$ cat src/rtl/fft_bfly_r2.sv
//============================================================================
// Module   : fft_bfly_r2 (with helper mult_fp)
// Purpose  : Pipelined radix-2 DIT butterfly, y0 = a + b*w, y1 = a - b*w.
//            Three register stages with valid/ready backpressure and a
//            pair counter that flags the last pair of each group.
// Ports    : clk, rst_n (sync, active-low)
//            in_valid/in_ready, a_re/a_im, b_re/b_im, w_re/w_im (Q2.5)
//            out_valid/out_ready, y0_re/y0_im, y1_re/y1_im (Q6.5), out_last
// Config   : define FFT_BFLY_SCALE_EN to register (a +/- t) >>> 1 in S3.
// Revision : 1.0 - initial release
//============================================================================
`default_nettype none

// Fixed-point multiplier: floor(a*b / 2^FRAC), truncated to P_W bits.
// P_W is sized so that legal operand ranges never lose significant bits.
module mult_fp #(
    parameter int IN_W = 8,
    parameter int P_W  = 10,
    parameter int FRAC = 5
) (
    input  logic signed [IN_W-1:0] i_a,
    input  logic signed [IN_W-1:0] i_b,
    output logic signed [P_W-1:0]  o_p
);
    logic signed [2*IN_W-1:0] w_full;

    assign w_full = i_a * i_b;
    // Arithmetic shift floors toward minus infinity.
    assign o_p    = P_W'(w_full >>> FRAC);
endmodule

module fft_bfly_r2 #(
    parameter int DATA_W  = 8,
    parameter int FRAC    = 5,
    parameter int N_PAIRS = 4
) (
    input  logic                     clk,
    input  logic                     rst_n,
    input  logic                     in_valid,
    output logic                     in_ready,
    input  logic signed [DATA_W-1:0] a_re,
    input  logic signed [DATA_W-1:0] a_im,
    input  logic signed [DATA_W-1:0] b_re,
    input  logic signed [DATA_W-1:0] b_im,
    input  logic signed [DATA_W-1:0] w_re,
    input  logic signed [DATA_W-1:0] w_im,
    output logic                     out_valid,
    input  logic                     out_ready,
    output logic signed [DATA_W+3:0] y0_re,
    output logic signed [DATA_W+3:0] y0_im,
    output logic signed [DATA_W+3:0] y1_re,
    output logic signed [DATA_W+3:0] y1_im,
    output logic                     out_last
);
    localparam int PROD_W = DATA_W + 2;
    localparam int OUT_W  = DATA_W + 4;
    localparam int c_CNT_W = (N_PAIRS > 1) ? $clog2(N_PAIRS) : 1;
    localparam logic [c_CNT_W-1:0] c_CNT_MAX = c_CNT_W'(N_PAIRS - 1);

    // Whole pipeline moves together; it only holds when a valid result
    // is sitting at the output and downstream is not taking it.
    logic w_en;

    logic signed [PROD_W-1:0] w_p_rr, w_p_ii, w_p_ri, w_p_ir;

    // Stage 1
    logic                     r_v1;
    logic signed [PROD_W-1:0] r_p_rr, r_p_ii, r_p_ri, r_p_ir;
    logic signed [DATA_W-1:0] r_a1_re, r_a1_im;
    // Stage 2
    logic                     r_v2;
    logic signed [PROD_W:0]   r_t_re, r_t_im;
    logic signed [DATA_W-1:0] r_a2_re, r_a2_im;
    // Stage 3
    logic                     r_v3;
    logic signed [OUT_W-1:0]  r_y0_re, r_y0_im, r_y1_re, r_y1_im;
    logic [c_CNT_W-1:0]       r_cnt;

    logic signed [OUT_W-1:0]  w_ax_re, w_ax_im, w_tx_re, w_tx_im;
    logic signed [OUT_W-1:0]  w_s0_re, w_s0_im, w_s1_re, w_s1_im;
    logic signed [OUT_W-1:0]  w_y0_re, w_y0_im, w_y1_re, w_y1_im;

    assign w_en     = !r_v3 || out_ready;
    assign in_ready = w_en;

    mult_fp #(.IN_W(DATA_W), .P_W(PROD_W), .FRAC(FRAC)) u_mul_rr (.i_a(b_re), .i_b(w_re), .o_p(w_p_rr));
    mult_fp #(.IN_W(DATA_W), .P_W(PROD_W), .FRAC(FRAC)) u_mul_ii (.i_a(b_im), .i_b(w_im), .o_p(w_p_ii));
    mult_fp #(.IN_W(DATA_W), .P_W(PROD_W), .FRAC(FRAC)) u_mul_ri (.i_a(b_re), .i_b(w_im), .o_p(w_p_ri));
    mult_fp #(.IN_W(DATA_W), .P_W(PROD_W), .FRAC(FRAC)) u_mul_ir (.i_a(b_im), .i_b(w_re), .o_p(w_p_ir));

    // Sign-extend a and t to the output width before the final add/sub.
    assign w_ax_re = $signed({{(OUT_W-DATA_W){r_a2_re[DATA_W-1]}}, r_a2_re});
    assign w_ax_im = $signed({{(OUT_W-DATA_W){r_a2_im[DATA_W-1]}}, r_a2_im});
    assign w_tx_re = $signed({{(OUT_W-PROD_W-1){r_t_re[PROD_W]}}, r_t_re});
    assign w_tx_im = $signed({{(OUT_W-PROD_W-1){r_t_im[PROD_W]}}, r_t_im});

    assign w_s0_re = w_ax_re + w_tx_re;
    assign w_s0_im = w_ax_im + w_tx_im;
    assign w_s1_re = w_ax_re - w_tx_re;
    assign w_s1_im = w_ax_im - w_tx_im;

`ifdef FFT_BFLY_SCALE_EN
    // Per-stage 1/2 scaling; arithmetic shift floors and keeps the sign.
    assign w_y0_re = w_s0_re >>> 1;
    assign w_y0_im = w_s0_im >>> 1;
    assign w_y1_re = w_s1_re >>> 1;
    assign w_y1_im = w_s1_im >>> 1;
`else
    assign w_y0_re = w_s0_re;
    assign w_y0_im = w_s0_im;
    assign w_y1_re = w_s1_re;
    assign w_y1_im = w_s1_im;
`endif

    always_ff @(posedge clk) begin
        if (!rst_n) begin
            r_v1    <= 1'b0;
            r_v2    <= 1'b0;
            r_v3    <= 1'b0;
            r_p_rr  <= '0;
            r_p_ii  <= '0;
            r_p_ri  <= '0;
            r_p_ir  <= '0;
            r_a1_re <= '0;
            r_a1_im <= '0;
            r_t_re  <= '0;
            r_t_im  <= '0;
            r_a2_re <= '0;
            r_a2_im <= '0;
            r_y0_re <= '0;
            r_y0_im <= '0;
            r_y1_re <= '0;
            r_y1_im <= '0;
        end else if (w_en) begin
            // Data registers load unconditionally on advance; bubbles carry
            // don't-care data that out_valid masks.
            r_v1    <= in_valid;
            r_p_rr  <= w_p_rr;
            r_p_ii  <= w_p_ii;
            r_p_ri  <= w_p_ri;
            r_p_ir  <= w_p_ir;
            r_a1_re <= a_re;
            r_a1_im <= a_im;

            r_v2    <= r_v1;
            r_t_re  <= {r_p_rr[PROD_W-1], r_p_rr} - {r_p_ii[PROD_W-1], r_p_ii};
            r_t_im  <= {r_p_ri[PROD_W-1], r_p_ri} + {r_p_ir[PROD_W-1], r_p_ir};
            r_a2_re <= r_a1_re;
            r_a2_im <= r_a1_im;

            r_v3    <= r_v2;
            r_y0_re <= w_y0_re;
            r_y0_im <= w_y0_im;
            r_y1_re <= w_y1_re;
            r_y1_im <= w_y1_im;
        end
    end

    // Counts output handshakes; wraps at N_PAIRS-1 (stays 0 for N_PAIRS=1).
    always_ff @(posedge clk) begin
        if (!rst_n) begin
            r_cnt <= '0;
        end else if (r_v3 && out_ready) begin
            if (r_cnt == c_CNT_MAX) begin
                r_cnt <= '0;
            end else begin
                r_cnt <= r_cnt + 1'b1;
            end
        end
    end

    assign out_valid = r_v3;
    assign out_last  = r_v3 && (r_cnt == c_CNT_MAX);
    assign y0_re     = r_y0_re;
    assign y0_im     = r_y0_im;
    assign y1_re     = r_y1_re;
    assign y1_im     = r_y1_im;

endmodule

`default_nettype wire

$ cat config.mk
export PLATFORM = sky130hd
export DESIGN_NAME = fft_bfly_r2
export DESIGN_NICKNAME = d
export VERILOG_FILES = /design/src/rtl/fft_bfly_r2.sv
export SDC_FILE = /design/constraint.sdc
export NUM_CORES = 1
export LEC_CHECK = 0
export BUFFER_PORTS_ARGS = -buffer_cell sky130_fd_sc_hd__buf_2
export CAP_MARGIN = 20
export CORE_ASPECT_RATIO = 0.75
export CORE_UTILIZATION = 45
export CTS_CLUSTER_DIAMETER = 120
export DETAILED_ROUTE_END_ITERATION = 7
export HOLD_SLACK_MARGIN = 0.1
export PLACE_DENSITY = 0.61
export SLEW_MARGIN = 10
export SYNTH_ARGS = -nofsm -noshare
export SYNTH_HDL_FRONTEND = slang
export SYNTH_SLANG_ARGS = --single-unit
$ cat constraint.sdc
create_clock -name clk -period 13.9 [get_ports clk]
set_input_delay 2.78 -clock clk [delete_from_list [all_inputs] [get_ports clk]]
set_output_delay 2.78 -clock clk [all_outputs]
set_load 0.05 [all_outputs]
# [Word level (Yosys, flattened, before mapping)]
# Index checks and enable logic that the tools add are counted.
[op_classes] n_addsub=7 multipliers=4 n_eq_ne=1 muxes=1 reduce_logical=4
[op_table] operator="8-bit by 8-bit multiplier with 15-bit output" count=4
[op_table] operator="8-bit by 11-bit adder with 12-bit output" count=2
[op_table] operator="8-bit by 11-bit subtractor with 12-bit output" count=2
[op_table] operator="10-bit by 10-bit adder with 11-bit output" count=1
[op_table] operator="10-bit by 10-bit subtractor with 11-bit output" count=1
[op_table] operator="2-bit by 1-bit adder with 2-bit output, second input constant" count=1
[op_table] operator="2-bit == test, second input constant" count=1
[op_table] operator="1-bit logical AND" count=2
[op_table] operator="2-bit 2-to-1 mux" count=1
[op_table] operator="1-bit logical NOT" count=1
[op_table] operator="1-bit logical OR" count=1
[word_totals] register_bits=147 in_bits=52 output_inout_bits=51 elab_cells=35

# [Logic depth before layout (Yosys ltp)]
# Gate-level depths: netlist of the first run.
[logic_depth] ltp_word=2 depth_mapped=20 mapped_depth_nobuf=18

# [Modules after synthesis]
# Synthesis of the first run repeated with hierarchy kept, for this count alone.
[unflattened] hier_cells=2078 hier_area_um2=17271.6
[modules_own_cells] module="fft_bfly_r2" n_inst=1 cells_per_inst=1047 area_per_inst_um2=8147.8 seq_area_each_um2=2902.8
[modules_own_cells] module="mult_fp at u_mul_ii" n_inst=1 cells_per_inst=260 area_per_inst_um2=2311.0 seq_area_each_um2=0.0
[modules_own_cells] module="mult_fp at u_mul_ri" n_inst=1 cells_per_inst=256 area_per_inst_um2=2274.7 seq_area_each_um2=0.0
[modules_own_cells] module="mult_fp at u_mul_ir" n_inst=1 cells_per_inst=259 area_per_inst_um2=2273.4 seq_area_each_um2=0.0
[modules_own_cells] module="mult_fp at u_mul_rr" n_inst=1 cells_per_inst=256 area_per_inst_um2=2264.7 seq_area_each_um2=0.0

# [Worst setup path after synthesis of the first run]
# No wires, ideal clock.
[synth_timing] kind="input-to-reg" startpoint="in b_re[7]" endpoint="reg r_p_ri[9]" setup_ns=0.130 t_arrival_ns=6.695 setup_slack_ns=7.075 path_stages=17 cell_sequence="clkbuf_1 -> clkbuf_1 -> nand2_1 -> fa_1 -> inv_1 -> fa_1 -> fa_1 -> inv_1 -> fa_1 -> inv_1 -> ha_1 -> o21a_1 -> o21ai_0 -> o21bai_1 -> a31oi_1 -> xnor2_1 -> o21ai_0"
[synth_between] elab_chain_len=1
[synth_rtl] element="start, declared" line_no="43" text="input logic signed [DATA_W-1:0] b_re,"
[synth_rtl] element="8-bit by 8-bit multiplier with 15-bit output" line_no="27" text="assign w_full = i_a * i_b;"
[synth_rtl] element="end signal, assigned" line_no="140" text="r_p_ri <= w_p_ri;"
[synth_rtl] element="end, declared" line_no="68" text="logic signed [PROD_W-1:0] r_p_rr, r_p_ii, r_p_ri, r_p_ir;"
# Every way passes these cells.
# A chain may end at the register's enable or synchronous reset.

# [Worst setup path in the final report of the first run]
[layout_timing] startpoint="in w_im[7]" endpoint="reg r_p_ri[9]"
[layout_between] elab_chain_len=1
[layout_rtl] element="start, declared" line_no="46" text="input logic signed [DATA_W-1:0] w_im,"
[layout_rtl] element="8-bit by 8-bit multiplier with 15-bit output" line_no="27"
# Every way passes these cells.

==> results.cfg, run 1 <==
[placement]
post-dp-hpwl_mm = 31.3
io_buffers = 102
placed_area_mm2 = 0.0174
post-place-ws_ps = 6700
place_congestion = 0.854
dp.cells = 2462

[synth]
synth-async-reset-ratio_pct = 0
synth_nets = 2398
yosysSeqAreaShare_pct = 17.5
syn-instance-count = 1971
ys.flop_type = dfxtp_1
ys_warn_count = 0
synth_edf_count = 0
synth.ff_latch_count = 145
netlist_area_mm2 = 0.0166
ys_types = 67
avgSynthCellArea_um2 = 8.41

[timing]
fin_crit_sh_pct = 48.6
tightest_slew_ps = 1100
setup_slack_ps = 7140
finalMaxSlewViolations = 0
hold_viol = 0
setup_violations = 0
fmax_ghz = 0.148
relSlewSlack_pct = 26.7
rsz0062_at_grt = no
worst_clock_skew_ps = 9.90
tns_ps = 0
layout_min_cycle_time_ps = 6760

[finish]
fin_cells = 2492
regArea_mm2 = 0.00290
final_util_pct = 49.8
syn2layout_area_growth_pct = 8.21
n_antenna_cell = 0
multi_input_area_mm2 = 0.0120
nFillCells = 3495
drive_above_1_share_pct = 8.04
design_area_mm2 = 0.0179
final_nets = 2443

[run_status]
status = finished, final reports clean

[power_and_ir_drop]
cellPowerDensity_mw_per_mm2 = 190
p_leak_nw = 8.70
peakVddDrop_v = 0.000172

[drt]
via_per_inst = 5.11
detail_route.wl_per_cell_um = 15.9
drtPass1Iterations = 4
via_count = 12700
drcViolationCount = 0
ant_nets = 0
routed_wl_mm = 39.5
drtIter0Drc = 637

[worst_setup_path]
crit_end = r_p_ri[9]$_SDFFE_PN0P_
end_kind = flip-flop
worst-path-max-fanout = 10
crit_type = in2reg
crit_start = w_im[7]
r2r-start = r_t_im[1]$_SDFFE_PN0P_
start_kind = input port
r2r_end = y1_im[7]$_SDFFE_PN0P_
cp.required_ps = 14200
r2r_cells = 9
r2r_slack_ps = 11100
cp.arrival_ps = 7070

[clock_network]
post_cts_resized = 0
clkTransAtPathRegs_ps = 60
cts_setup_buffers = 0
cts-buffers-inserted = 17
clockBufferDepth = 2
cts_tree = yes
worstSkewPairLatency_ps = 430
numClockSinks = 145
htreeDepth = 4
cts-root-buf = clkbuf_16
holdBufCountCts = 0

[floorplan]
num_rows = 60
die_w_um = 224
core_mm2 = 0.0360
initial_core_util_pct = 46.0
die_y_um = 168
dieArea_mm2 = 0.0376
ios = 103

[grt]
gr-total-overflow = 0
grt_pass1_wl_mm = 66.6
grt_max_degree = 96
grt_pass1_vias = 13200
track_usage_pct = 22.2
antenna_found_initial = 1

[job]
maxCapViolCount = 0

[worst_hold_path]
hold_path.class = reg2reg
## metal layers
| metal | track usage (%) | part of all wire [%] | wire, um | up-vias |
|---|---|---|---|---|
| li1 | - | - | - | 6264 |
| met1 | 31.7 | 50 | 19700 | 6247 |
| met2 | 36.0 | 45 | 17700 | 198 |
| met3 | 3.60 | 4.6 | 1800 | 24 |
| met4 | 3.60 | 0.82 | 324 | 0 |
| met5 | 0 | 0 | 0 | - |
## cell usage after synthesis (20+ instances only)
cell type    n  area share (%)
inv_1      352             8.0
nand2_1    251             5.7
fa_1       210              25
ha_1       165              12
dfxtp_1    145              18
and2_1     143             5.4
a21oi_1    124             3.7
o21ai_0     80             2.4
nor2_1      75             1.7
xnor2_1     69             3.6
clkbuf_1    63             1.4
xor2_1      27             1.4
a211oi_1    26             1.2
nand2b_1    26            0.98
nor2b_1     22            0.83
a21o_1      20            0.91
## final cells by class
type / instances / area share [%]
Clock inverter: 5 / 0.307
Clock buffer: 25 / 2.71
Inverter: 354 / 7.43
Sequential cell: 145 / 16.2
Multi-Input combinational cell: 1390 / 67.0
Timing Repair Buffer: 108 / 3.10
Tap cell: 465 / 3.24
## worst max-delay path, cell delays in order
cell and delay [ps]:
buf_2 270, inv_2 200, nor2_1 210, fa_1 450
fa_1 530, fa_1 550, inv_1 60, fa_1 530
inv_1 40, ha_1 340, o21ai_0 100, nor2_1 100
nor4_1 230, o21bai_1 140, a31oi_1 230, xnor2_1 180
o21ai_0 120
## sequential cells by signal, summed over array words and instances, names as in the netlist
name,flops
r_p_ii,10
r_p_ri,10
r_v1,1
y0_im,11
r_a2_im,8
out_valid,1
y0_re,12
r_p_rr,10
y1_im,12
r_cnt,2
y1_re,11
r_t_re,11
r_v2,1
r_t_im,11
r_a1_im,8
r_a2_re,8
r_a1_re,8
r_p_ir,10
## cell families after synthesis
kind of cell / count (synthesis) / synth area share [%]
DFF: 145 / 17.5
buffers and inverters: 436 / 10.0
muxes: 3 / 0.189
xor gates and xnor gates: 96 / 5.07
AOI/OAI and AO/OA: 327 / 12.1
and+or+nand+nor: 589 / 17.2
adders and majority gates: 375 / 37.8
## worst min path at each step
stage	start	end	slack (ps)	cells after the start
2_1_floorplan	r_p_ii[6]$_SDFFE_PN0P_	r_p_ii[6]$_SDFFE_PN0P_	430	2
3_3_place_gp	y0_im[9]$_SDFFE_PN0P_	y0_im[9]$_SDFFE_PN0P_	430	2
3_5_place_dp	y0_im[9]$_SDFFE_PN0P_	y0_im[9]$_SDFFE_PN0P_	440	2
4_1_cts	y0_im[9]$_SDFFE_PN0P_	y0_im[9]$_SDFFE_PN0P_	450	2
5_1_grt	y0_im[9]$_SDFFE_PN0P_	y0_im[9]$_SDFFE_PN0P_	460	2
6_report	y0_im[9]$_SDFFE_PN0P_	y0_im[9]$_SDFFE_PN0P_	440	2
## metrics by stage
step,power (mW),hold slack (ps)
finish,3.41,441
global placement,2.97,433
global route,3.75,465
CTS,3.45,446
detailed placement,3.00,439
floorplan,2.41,425
## where the power goes
| group | internal [mW] | leakage [nW] | switching [mW] |
|---|---|---|---|
| Clock | 0.258 | 0.259 | 0.168 |
| Combinational | 0.940 | 7.24 | 1.39 |
| Sequential | 0.553 | 1.20 | 0.0950 |
| Total | 1.75 | 8.70 | 1.65 |
## cells in the final DEF, fill, tap and decap left out, types with 4 or more instances in the layout
cell,Yosys,routed
xor2_1,27,27
or3_1,10,10
nor3_1,13,13
buf_2,13,102
and2_1,143,143
clkbuf_16,0,17
nand2b_1,26,26
o21ai_0,80,80
dfxtp_1,145,145
clkbuf_1,63,5
o21ai_1,10,10
o21bai_1,5,5
o31ai_1,7,7
o31ai_2,4,4
a21oi_1,124,124
xnor2_1,69,69
o21a_1,6,6
nand3_1,19,19
fa_1,210,210
inv_1,352,351
nor2b_1,22,21
a311oi_1,5,5
nor2_1,75,74
and3_1,10,10
a31oi_1,5,5
nand4_1,4,4
ha_1,165,165
nand2_1,251,251
buf_4,2,6
a21o_1,20,20
a211oi_1,26,26
Note: power is estimated with default switching activity, not from simulation.
==> run 2: changes to the inputs <==
Settings changed: ABC_AREA from default to 1, PLACE_DENSITY 0.61 to 0.63.
Clock period 13.9 ns to 5.5 ns, I/O delays scaled along.
==> run 2 against run 1 <==
Cell count rose by 29%. Register-to-register slack got worse by 8000 ps. Clock power rose to 2.6 times the previous value. Via count rose by 25%. Total power rose to 2.7 times the previous value. Largest cell class unchanged. Sequential share of layout area fell by 1.6 points. Highest routed layer unchanged. Combinational power rose to 2.8 times the previous value. Critical path depth did not move. Worst hold slack improved by 13 ps.
==> results.cfg, run 2 <==
[synth]
ys.flop_type = dfxtp_1
synth_nets = 3083
synthXorXnorAreaFrac_pct = 2.04
synth_area_leader_cell = fa_1
synthTopCellsByCount = 701 x inv_1, 561 x nand2_1, 210 x fa_1
post-synth-top-count-cell = inv_1
muxShareOfSynthArea_pct = 0
synth-async-reset-ratio_pct = 0
ys_warn_count = 0
syn-instance-count = 2656
synth_top_area_share_pct = 22.8
synth_fa_ha_area_share_pct = 33.9
avgSynthCellArea_um2 = 6.95
synth.ff_latch_count = 145
synth_compound_area_share_pct = 10.4
synth.top_cells.by_area = fa_1 23%, dfxtp_1 16%, inv_1 14%, nand2_1 11%, ha_1 11%
synth-simple-area-share_pct = 21.0
synth_edf_count = 0
synth_top_family_by_area = adder cells
yosysSeqAreaShare_pct = 15.7
netlist_area_mm2 = 0.0185
ys_types = 38

[worst_setup_path]
cpMaxStageDelayCell = fa_1
cp_cell_sequence = buf_2 > nand2_1 > fa_1 > fa_1 > inv_1 > fa_1 > inv_1 > fa_1 > inv_1 > ha_1 > nand2_1 > o21ai_0 > a21oi_1 > or2_0 > nand3_1 > nand3_1 > inv_1
worst-path-max-fanout = 18
start_kind = input port
cpPeakStageDelay_ps = 540
end_kind = flip-flop
cp.arrival_ps = 5220
crit_type = in2reg
cp.required_ps = 5890

[placement]
place_congestion = 0.940
post-place-ws_ps = 260
io_buffers = 102
post-dp-hpwl_mm = 37.2
placed_area_mm2 = 0.0193

[drt]
drtIter0Drc = 1154
drcViolationCount = 0
via_per_inst = 4.94
drtPass1Iterations = 6
via_count = 15900
routed_wl_mm = 46.6
detail_route.wl_per_cell_um = 14.4
ant_nets = 0

[power_and_ir_drop]
power_mw = 9.26
p_leak_nw = 12.0
cellPowerDensity_mw_per_mm2 = 466
peakVddDrop_v = 0.000276

[timing]
worst_clock_skew_ps = 10.9
tightest_slew_ps = 916
finalMaxSlewViolations = 0
setup_slack_ps = 670
hold_slack_ps = 454
fin_crit_sh_pct = 87.8
tns_ps = 0
layout_min_cycle_time_ps = 4830
relSlewSlack_pct = 38.9
setup_violations = 0
hold_viol = 0
fmax_ghz = 0.207
rsz0062_at_grt = no

[grt]
grt_pass1_vias = 15800
antenna_found_initial = 1
grt_pass1_wl_mm = 78.5
track_usage_pct = 23.3
gr-total-overflow = 0
grt_max_degree = 138

[floorplan]
initial_core_util_pct = 46.2
die_w_um = 236
core_mm2 = 0.0400
num_rows = 63
ios = 103
dieArea_mm2 = 0.0419
die_y_um = 177

[clock_network]
clkTransAtPathRegs_ps = 70
worstSkewPairLatency_ps = 450
holdBufCountCts = 0
cts_tree = yes
htreeDepth = 4
clockBufferDepth = 2
post_cts_resized = 0
cts_setup_buffers = 0
cts-buffers-inserted = 17
numClockSinks = 145
cts-root-buf = clkbuf_16

[job]
maxCapViolCount = 0

[finish]
syn2layout_area_growth_pct = 7.56
drive_above_1_share_pct = 6.69
final_common_cell = inv_1
final_nets = 3118
design_area_mm2 = 0.0199
layout_common_cells = 701 x inv_1, 561 x nand2_1, 210 x fa_1, 172 x nor2_1, 165 x ha_1

[worst_hold_path]
hold_path.class = reg2reg

[run_status]
status = finished, final reports clean
## run 2: cell count changes after synthesis, moves of 17 or more
cell      before  now
inv_1        352  701
a211oi_1      26    1
nand2_1      251  561
nor2_1        75  172
or2_2          2   19
o21bai_1       5   39
a21oi_1      124  106
nor2b_1       22    0
o211ai_1       1   29
o21ai_0       80  136
nand3_1       19  136
xnor2_1       69   11
nand2b_1      26    0
and2_1       143    0
## run 2: worst paths after layout
check                              start                 endpoint  slack, ps  cells after the start
setup reg to reg  out_valid$_SDFFE_PN0P_  r_t_im[10]$_SDFFE_PN0P_       3100                      7
hold / removal         r_v2$_SDFFE_PN0P_        r_v2$_SDFFE_PN0P_        450                      2
hold reg to reg        r_v2$_SDFFE_PN0P_        r_v2$_SDFFE_PN0P_        450                      2
setup / recovery                 w_im[6]   r_p_ri[4]$_SDFFE_PN0P_        670                     17
## run 2: critical path: cells and delay by family
kind | cells | cell delay [ps]
fa+ha+maj | 5 | 2500
simple gates | 5 | 610
buf+inv | 5 | 600
compound gates | 2 | 420
## run 2: final cells by class
| cell class | count | area, um2 |
|---|---|---|
| clock buffers | 20 | 457 |
| clock inverters | 12 | 86.3 |
| multi-input cells | 1701 | 12500 |
| well taps | 520 | 651 |
| diodes | 1 | 2.50 |
| repair buffers | 120 | 648 |
| inverters | 706 | 2660 |
| fillers | 4029 | 20100 |
| flip-flops and latches | 145 | 2900 |
## run 2: cell families after synthesis
| group | after synthesis |
|---|---|
| AOI/OAI and AO/OA | 339 |
| and+or+nand+nor | 944 |
| DFF | 145 |
| buffers and inverters | 810 |
| adders and majority gates | 375 |
| xor gates and xnor gates | 43 |
## run 2: report_power, final
group	total [mW]	leakage (nW)	internal (mW)	switching, mW
Sequential	1.62	1.20	1.40	0.222
Combinational	6.55	10.5	2.32	4.23
Clock	1.09	0.262	0.600	0.491
Total	9.26	12.0	4.32	4.94
## run 2: stage by stage
| step | instances | utilization [%] |
|---|---|---|
| detailed placement | 3192 | 48.3 |
| global placement | 3192 | 48.3 |
| global route | 3225 | 49.7 |
| CTS | 3224 | 49.7 |
| finish | 3225 | 49.7 |
| floorplan | 2656 | - |
## run 2: routing by layer
metal	global-route usage, %	part of all wire, %	routed length, um
met4	4.90	1.4	659
met1	32.8	49	23000
met5	0	0	0
met2	36.9	44	20300
met3	4.51	5.7	2640
==> run 3: changes to the inputs <==
==> constraint.sdc (replaced) <==
create_clock -name clk -period 5.5 [get_ports clk]
set_input_delay 1.375 -clock clk [delete_from_list [all_inputs] [get_ports clk]]
set_output_delay 1.375 -clock clk [all_outputs]
set_load 0.05 [all_outputs]
==> run 3 against run 2 <==
Setup slack worse by 250 ps. Clock power hardly changed. Clock-buffer cell count is 1 higher. Flip-flop and latch count unchanged. Largest cell class unchanged.
==> results.cfg, run 3 (same netlist as run 2, synthesis figures left out) <==
[grt]
grt_use_met2_pct = 37.7
met3_usage_pct = 3.87
grt_use_met1_pct = 33.0
antenna_found_initial = 0
grt_pass1_wl_mm = 79.3
grt_pass1_vias = 16100
gr-total-overflow = 0
track_usage_pct = 23.5
grt_max_degree = 104
busiest_layer = met2

[worst_setup_path]
r2r_slack_ps = 3010
r2r_cells = 7
end_kind = flip-flop
crit_end = r_p_ri[5]$_SDFFE_PN0P_
crit_start = w_im[6]
r2r_end = r_t_im[10]$_SDFFE_PN0P_
r2r-start = out_valid$_SDFFE_PN0P_
cp.arrival_ps = 5410
cp.required_ps = 5830
critPathTopFamily = adder cells
crit_buf_inv = 5
cp_cell_sequence = buf_2 > nand2_1 > fa_1 > fa_1 > inv_1 > fa_1 > inv_1 > fa_1 > inv_1 > ha_1 > a21oi_1 > o21bai_1 > a21oi_1 > or2_2 > nand3_1 > nand3_1 > inv_1
worst-path-max-fanout = 12
crit_type = in2reg
start_kind = input port
cpMaxStageDelayCell = fa_1
cp.depth = 17
cpPeakStageDelay_ps = 560

[clock_network]
numClockSinks = 145
clockBufferDepth = 2
htreeDepth = 4
holdBufCountCts = 0
cts_setup_buffers = 0
cts-buffers-inserted = 17
worstSkewPairLatency_ps = 440
cts_tree = yes
post_cts_resized = 0
cts-root-buf = clkbuf_16
clkTransAtPathRegs_ps = 60

[finish]
nFillCells = 3996
syn2layout_area_growth_pct = 8.46
design_area_mm2 = 0.0200
drive_above_1_share_pct = 7.34
layout_common_cells = 701 x inv_1, 561 x nand2_1, 210 x fa_1, 172 x nor2_1, 165 x ha_1
final_common_cell = inv_1
final_nets = 3139
n_antenna_cell = 0
final_util_pct = 50.1

[timing]
fin_crit_sh_pct = 92.3
layout_min_cycle_time_ps = 5080
setup_violations = 0
hold_viol = 0
tns_ps = 0
finalMaxSlewViolations = 0
worst_clock_skew_ps = 13.5
tightest_slew_ps = 1000
fmax_ghz = 0.197
relSlewSlack_pct = 33.0
rsz0062_at_grt = no

[drt]
ant_nets = 0
detail_route.wl_per_cell_um = 14.2
via_per_inst = 4.92
drtPass1Iterations = 8
routed_wl_mm = 46.0
drcViolationCount = 0
via_count = 16000
drtIter0Drc = 1243

[floorplan]
die_w_um = 236
dieArea_mm2 = 0.0419
num_rows = 63
core_mm2 = 0.0400
die_y_um = 177
initial_core_util_pct = 46.2
ios = 103

[run_status]
status = finished, final reports clean

[job]
maxCapViolCount = 0

[power_and_ir_drop]
power_mw = 9.34
p_leak_nw = 12.1
cellPowerDensity_mw_per_mm2 = 466
peakVddDrop_v = 0.000294

[worst_hold_path]
hold_path.class = reg2reg
hold_depth = 2

[placement]
io_buffers = 102
place_congestion = 0.912
post-dp-hpwl_mm = 37.2
placed_area_mm2 = 0.0195
## run 3: changes by cell type in the layout (fill, tap and decap cells not counted)
cell,delta
clkinv_4,-4
clkbuf_1,+2
clkbuf_8,-1
buf_4,+20
inv_6,-1
diode_2,-1
buf_12,+1
bufinv_16,+1
clkinv_2,+2
clkinvlp_4,+1
## run 3: worst min-delay path by stage
stage	startpoint	end	slack (ps)
after floorplan	r_v2$_SDFFE_PN0P_	r_v2$_SDFFE_PN0P_	430
after global placement	r_v2$_SDFFE_PN0P_	r_v2$_SDFFE_PN0P_	440
after detailed placement	r_v2$_SDFFE_PN0P_	r_v2$_SDFFE_PN0P_	450
after CTS	r_v2$_SDFFE_PN0P_	r_v2$_SDFFE_PN0P_	460
after global routing	r_v2$_SDFFE_PN0P_	r_v2$_SDFFE_PN0P_	480
final	r_v2$_SDFFE_PN0P_	r_v2$_SDFFE_PN0P_	460
## run 3: area by class of cell
type	count	area, um2	area share [%]
Clock buffer	21	450	2.25
Clock inverter	11	90.1	0.450
Inverter	706	2660	13.3
Multi-Input combinational cell	1701	12500	62.2
Sequential cell	145	2900	14.5
Tap cell	520	651	3.25
Timing Repair Buffer	141	818	4.09
## run 3: report_power, final
part           internal (mW)  switching (mW)
Combinational           2.37            4.25
Clock                  0.627           0.463
Sequential              1.40           0.219
## run 3: per-stage QoR
stage	setup slack, ps	instances	hold slack, ps
5_1_grt	147	3245	479
6_report	421	3245	457
4_1_cts	424	3245	459
2_1_floorplan	172	2656	430
3_3_place_gp	16.7	3213	441
3_5_place_dp	-7.81	3213	448
## run 3: per-layer routing
layer  vias to the layer above  routed length [um]
li1                       8067                   -
met1                      7531               22800
met2                       328               20200
met3                        41                2330
met4                         0                 637
met5                         -                   0
## run 3: worst register-to-register path, stage by stage (launching register included)
cell and delay, ps:
dfxtp_1 330, inv_1 100, nor2_4 50, inv_6 460, buf_4 910, o21ai_0 270
a21oi_1 210, o21a_1 120
